<file path="src/rtl/usb_pkg.sv">
// Shared types and constants for the full-speed USB capture block.
package usb_pkg;

   typedef enum logic [1:0] {J, K, SE0, SE1} line_state_t;
   typedef enum logic [1:0] {IDLE, SYNC, DATA, DONE} cap_state_t;

   // Sync field K J K J K J K K, first bit in the MSB, K=0 and J=1
   localparam logic [7:0] SYNC_PATTERN     = 8'b01010100;
   localparam int         SAMPLES_PER_BIT  = 4;
   localparam int         BUFFER_BYTES     = 1024;
   localparam int         BUS_RESET_CYCLES = 120;

   function automatic line_state_t decode_line(input logic dp, input logic dn);
      case ({dp, dn})
         2'b10:   return J;
         2'b01:   return K;
         2'b00:   return SE0;
         default: return SE1;
      endcase
   endfunction

endpackage

</file>
<file path="src/rtl/usb_line_rx.sv">
// Pin synchroniser, line-state decode and mid-bit sampler for D+/D-.
module usb_line_rx #(
   parameter int SAMPLES_PER_BIT  = usb_pkg::SAMPLES_PER_BIT,
   parameter int BUS_RESET_CYCLES = usb_pkg::BUS_RESET_CYCLES
) (
   input  logic                  clock48,
   input  logic                  reset,
   input  logic                  usb_dp,
   input  logic                  usb_dn,
   output logic                  sample_valid,
   output usb_pkg::line_state_t  sample_state,
   output logic                  se0_long
);
   import usb_pkg::*;

   localparam int PW = (SAMPLES_PER_BIT > 1) ? $clog2(SAMPLES_PER_BIT) : 1;
   localparam int CW = $clog2(BUS_RESET_CYCLES + 1);

   logic [1:0]    dp_sync;
   logic [1:0]    dn_sync;
   line_state_t   raw_state;
   line_state_t   cur_state;
   logic [PW-1:0] phase;
   logic [CW-1:0] se0_cnt;

   // SE1 is illegal on the bus; fold it into SE0 so downstream sees one state
   always_comb begin
      raw_state = decode_line(dp_sync[1], dn_sync[1]);
      if (raw_state == SE1) raw_state = SE0;
   end

   always_ff @(posedge clock48 or posedge reset) begin
      if (reset) begin
         dp_sync   <= '0;
         dn_sync   <= '0;
         cur_state <= SE0;
         phase     <= '0;
         se0_cnt   <= '0;
      end else begin
         dp_sync   <= {dp_sync[0], usb_dp};
         dn_sync   <= {dn_sync[0], usb_dn};
         cur_state <= raw_state;
         if (raw_state != cur_state || phase == PW'(SAMPLES_PER_BIT - 1))
            phase <= '0;
         else
            phase <= phase + 1'b1;
         if (raw_state != SE0)
            se0_cnt <= '0;
         else if (se0_cnt != CW'(BUS_RESET_CYCLES))
            se0_cnt <= se0_cnt + 1'b1;
      end
   end

   assign sample_valid = (phase == PW'(SAMPLES_PER_BIT / 2));
   assign sample_state = cur_state;
   assign se0_long     = (se0_cnt == CW'(BUS_RESET_CYCLES));

endmodule

</file>
<file path="src/rtl/usb_fs_capture.sv">
// Captures one raw full-speed USB packet into a word-organised byte buffer.
module usb_fs_capture #(
   parameter int BUFFER_BYTES     = usb_pkg::BUFFER_BYTES,
   parameter int SAMPLES_PER_BIT  = usb_pkg::SAMPLES_PER_BIT,
   parameter int BUS_RESET_CYCLES = usb_pkg::BUS_RESET_CYCLES
) (
   input  logic clock48,
   input  logic reset,
   input  logic usb_dp,
   input  logic usb_dn,
   output logic usb_pullup,
   output logic r,
   output logic g,
   output logic b
);
   import usb_pkg::*;

   localparam int WORDS = BUFFER_BYTES / 4;
   localparam int BCW   = $clog2(BUFFER_BYTES + 1);
   localparam int AW    = $clog2(BUFFER_BYTES);

   logic        sample_valid;
   logic        se0_long;
   line_state_t sample_state;

   cap_state_t     state;
   logic [2:0]     bit_cnt;
   logic [6:0]     shift;
   logic           se0_prev;
   logic [BCW-1:0] byte_count;
   logic           bus_reset_seen;
   logic           pkt_done;
   logic           busy;
   logic           wr_en;
   logic [AW-1:0]  wr_idx;
   logic [7:0]     wr_byte;
   logic           line_bit;
   logic           full;
   logic [7:0]     next_byte;

   logic [31:0] usb_packet_buffer [WORDS];

   usb_line_rx #(
      .SAMPLES_PER_BIT (SAMPLES_PER_BIT),
      .BUS_RESET_CYCLES(BUS_RESET_CYCLES)
   ) u_line_rx (
      .clock48     (clock48),
      .reset       (reset),
      .usb_dp      (usb_dp),
      .usb_dn      (usb_dn),
      .sample_valid(sample_valid),
      .sample_state(sample_state),
      .se0_long    (se0_long)
   );

   // Raw line level, no NRZI decode; bytes assemble LSB-first
   assign line_bit  = (sample_state == J);
   assign next_byte = {line_bit, shift};
   assign full      = (byte_count == BCW'(BUFFER_BYTES));

   always_ff @(posedge clock48 or posedge reset) begin
      if (reset) begin
         state          <= IDLE;
         bit_cnt        <= '0;
         shift          <= '0;
         se0_prev       <= 1'b0;
         byte_count     <= '0;
         bus_reset_seen <= 1'b0;
         pkt_done       <= 1'b0;
         busy           <= 1'b0;
         wr_en          <= 1'b0;
         wr_idx         <= '0;
         wr_byte        <= '0;
         usb_pullup     <= 1'b0;
      end else begin
         usb_pullup <= 1'b1;
         wr_en      <= 1'b0;

         if (se0_long)
            bus_reset_seen <= 1'b1;
         else if (sample_state == J)
            bus_reset_seen <= 1'b0;

         if (se0_long) begin
            state <= IDLE;
            busy  <= 1'b0;
         end else if (sample_valid) begin
            case (state)
               IDLE: begin
                  if (sample_state == K) begin
                     state   <= SYNC;
                     busy    <= 1'b1;
                     bit_cnt <= 3'd1;
                  end
               end
               SYNC: begin
                  if (sample_state == SE0 || line_bit != SYNC_PATTERN[3'd7 - bit_cnt]) begin
                     state <= IDLE;
                     busy  <= 1'b0;
                  end else if (bit_cnt == 3'd7) begin
                     state      <= DATA;
                     bit_cnt    <= '0;
                     byte_count <= '0;
                     pkt_done   <= 1'b0;
                     se0_prev   <= 1'b0;
                  end else begin
                     bit_cnt <= bit_cnt + 3'd1;
                  end
               end
               DATA: begin
                  if (sample_state == SE0) begin
                     se0_prev <= 1'b1;
                     if (se0_prev) begin
                        state    <= DONE;
                        busy     <= 1'b0;
                        pkt_done <= 1'b1;
                     end
                  end else begin
                     se0_prev <= 1'b0;
                     shift    <= next_byte[7:1];
                     bit_cnt  <= bit_cnt + 3'd1;
                     if (bit_cnt == 3'd7 && !full) begin
                        wr_en      <= 1'b1;
                        wr_idx     <= AW'(byte_count);
                        wr_byte    <= next_byte;
                        byte_count <= byte_count + 1'b1;
                     end
                  end
               end
               DONE: begin
                  if (sample_state == J) state <= IDLE;
               end
               default: state <= IDLE;
            endcase
         end
      end
   end

   // Buffer is deliberately not reset; only written bytes are meaningful
   always_ff @(posedge clock48) begin
      if (wr_en)
         usb_packet_buffer[wr_idx[AW-1:2]][{wr_idx[1:0], 3'b000} +: 8] <= wr_byte;
   end

   assign r = bus_reset_seen;
   assign g = pkt_done;
   assign b = busy;

endmodule

</file>
<file path="config.mk">
export PLATFORM = sky130hd
export DESIGN_NAME = usb_fs_capture
export DESIGN_NICKNAME = d
export VERILOG_FILES = /design/src/rtl/usb_pkg.sv /design/src/rtl/usb_line_rx.sv /design/src/rtl/usb_fs_capture.sv
export SDC_FILE = /design/constraint.sdc
export NUM_CORES = 1
export LEC_CHECK = 0
export CAP_MARGIN = 30
export CORE_ASPECT_RATIO = 1.25
export CORE_MARGIN = 2
export CORE_UTILIZATION = 29
export DETAILED_ROUTE_END_ITERATION = 10
export PLACE_DENSITY = 0.48
export SYNTH_ARGS = -nofsm -noshare
export SYNTH_HDL_FRONTEND = slang
export SYNTH_SLANG_ARGS = --single-unit
</file>
<file path="constraint.sdc">
create_clock -name clock48 -period 2.2 [get_ports clock48]
set_input_delay 0.33 -clock clock48 [delete_from_list [all_inputs] [get_ports clock48]]
set_output_delay 0.33 -clock clock48 [all_outputs]
set_load 0.01 [all_outputs]
</file>
==> qor.yml <==
outcome: "completed"
crit_arrival_ns: 2.14
dp_cells: 197
hold_viol_final: 0
root_buffer: "clkbuf_8"
clkTransAtPathRegs_ns: 0.09
yosys.area.top_type: "dfrtp_1"
startpoint_type: "register"
synth_fa_ha_area_share_pct: 12.66
port_buffers: 7
synthTopCellsByArea: "dfrtp_1, ha_1, nand2_1"
grt_start_max_net_pins: 26
cts_max_path_buffers: 2
die_h_um: 81.23
criticalPathCategory: "register to register"
layout_min_cycle_time_ns: 1.976
power_density_nw_per_um2: 809.6
wirelength_mm: 2.446
clk_latency_ns: 0.27
period_share_pct: 89.81
diodes: 0
endpoint_kind: "register"
yosys.area_share.simple_pct: 17.45
holdWs_ns: 0.3551
maxSlewViolCount: 0
r2r-start: "bit_cnt[0]"
core.rowCount: 28
r2r-end: "bit_cnt[0]"
grtUsageTotal_pct: 11.01
timing.fmax_mhz: 506.1
ant_nets: 0
final_cell_mix: "dfrtp_1, nand2_1, ha_1"
setup_tns_ns: 0
p_total_mw: 1.281
routabilityCongestion: 0.8200
post_cts_buffers: 0
numCtsBuffers: 3
layout.nets: 160
cellLeakagePower_nw: 0.6985
cts_num_sinks: 25
antenna_found_initial: 0
h-tree-depth: 1
first_pass_iters: 4
ys_types: 35
start_util_pct: 29.70
crit_path_end: "bit_cnt[0]"
drt_iter0_markers: 7
worst_hold_path_type: "register to register"
setup_viol_count_final: 0
synth_xor_area_share_pct: 3.797
synth_top_area_share_pct: 43.40
r2r_slack_ns: 0.22
layout_commonest_cell: "dfrtp_1"
use_met2_pct: 19.60
synth_area_per_cell_sq_um: 10.64
io_pins: 8
grt_pass1_vias: 1012
synthMuxAreaShare_pct: 5.063
cts_tree: "done"
hpwl_mm: 1.855
clock_skew_ns: 0.001768
rsz0062_at_grt: "false"
synth-seq-cells: 25
wl_per_cell_um: 12.17
cp.required_ns: 2.37
die_width_um: 65.79
cts_resized: 0
drc: 0
critPathLaunch: "bit_cnt[0]"
drv_cap: 0
dieArea_sq_um: 5344
synth_top_family_by_area: "simple AND/OR/NAND/NOR gates"
ys_seq_area_share_pct: 45.30
r2r_cells: 5
grt-busiest-layer: "met2"
layout-area-overhead-vs-synth_pct: 14.38
drive_above_1_share_pct: 12.77
synth_compound_area_share_pct: 11.75
ir_drop_uv: 237.9
hold_buffers: 0
via_per_inst: 4.667
globalRouteMet1Util_pct: 12.92
instances_no_fill: 201
coreArea_sq_um: 4659
netlist_area_sq_um: 1384
met3_usage_pct: 1.662
vias: 938
syn_inst: 130
grt_overflow: 0
grt_pass1_wl_mm: 4.498
yosysWarnings: 0
syn_nets: 148
cp_max_fo: 6
[report_power, final]
| group | switching (mW) | total [mW] | internal, mW | leakage, nW |
|---|---|---|---|---|
| clock network | 0.153 | 0.282 | 0.129 | 0.0217 |
| registers | 0.0610 | 0.578 | 0.517 | 0.324 |
| logic | 0.237 | 0.421 | 0.184 | 0.353 |
[synth_stat cells]
cell type / number
a41oi_1: 1
and2_1: 4
nand2b_1: 2
o41ai_2: 1
o21ai_1: 1
o22ai_1: 1
and3_1: 1
or3_4: 1
dfstp_2: 1
xnor2_1: 3
buf_2: 2
a211oi_1: 1
o2111ai_2: 1
dfrtp_1: 24
ha_1: 14
o21ai_0: 6
nor3_1: 3
nor3_2: 1
nor3b_2: 2
nor2_1: 4
mux2i_1: 4
a21boi_0: 2
o211ai_1: 1
a211oi_2: 1
nor2b_1: 4
inv_1: 11
mux2_4: 2
a21oi_1: 3
a221oi_2: 1
or3_1: 3
nand3_1: 5
xor2_1: 3
nand2_1: 14
conb_1: 1
o21ai_2: 1
[cell type report]
cell class	count	area, sq um
fill	486	3077
multi-input combinational	92	705.7
sequential	25	626.9
timing repair buffer	9	85.08
tap	60	75.07
clock buffer	3	41.29
inverter	11	41.29
clock inverter	1	7.507
[worst min path at each step]
stage	to	from	cells past startpoint
6_report	u_line_rx.dn_sync[1]	u_line_rx.dn_sync[0]	0
3_5_place_dp	u_line_rx.dn_sync[1]	u_line_rx.dn_sync[0]	0
3_3_place_gp	u_line_rx.dn_sync[1]	u_line_rx.dn_sync[0]	0
5_1_grt	u_line_rx.dn_sync[1]	u_line_rx.dn_sync[0]	0
2_1_floorplan	u_line_rx.dn_sync[1]	u_line_rx.dn_sync[0]	0
4_1_cts	u_line_rx.dn_sync[1]	u_line_rx.dn_sync[0]	0
[per-layer routing]
layer | routed length [um] | up-vias | part of all wire (%)
met5 | 0 | - | 0
met1 | 1068 | 458 | 44
met3 | 54 | 5 | 2.2
met4 | 47 | 0 | 1.9
met2 | 1275 | 12 | 52
li1 | - | 463 | -
[sequential cells by signal, summed over array words and instances (netlist names), 2 cells and up]
signal,cells
u_line_rx.se0_cnt,7
bit_cnt,3
state,2
u_line_rx.dn_sync,2
u_line_rx.dp_sync,2
u_line_rx.phase,2
u_line_rx.sample_state,2
[per-stage QoR]
step / worst slack, ns / utilization [%] / area, sq um
floorplan: 0.3813 / - / 1384
global placement: 0.3022 / 32.92 / 1534
detailed placement: 0.2468 / 32.92 / 1534
CTS: 0.2251 / 33.97 / 1583
global route: 0.1189 / 33.97 / 1583
finish: 0.2242 / 33.97 / 1583
[critical path, cell delays in order (launching register included)]
cell       delay [ns]
dfrtp_1          0.44
ha_1             0.21
mux2i_1          0.21
mux2_4           0.36
o2111ai_2        0.32
mux2_4           0.33
[cell families after synthesis]
family                   after synthesis
buffers and inverters                 13
AND/OR/NAND/NOR                       44
XOR/XNOR                               6
flip-flops                            25
other                                  1
AO/OA/AOI/OAI                         21
adder cells (fa/ha/maj)               14
multiplexers                           6
Power figures use the tool's default switching activity.
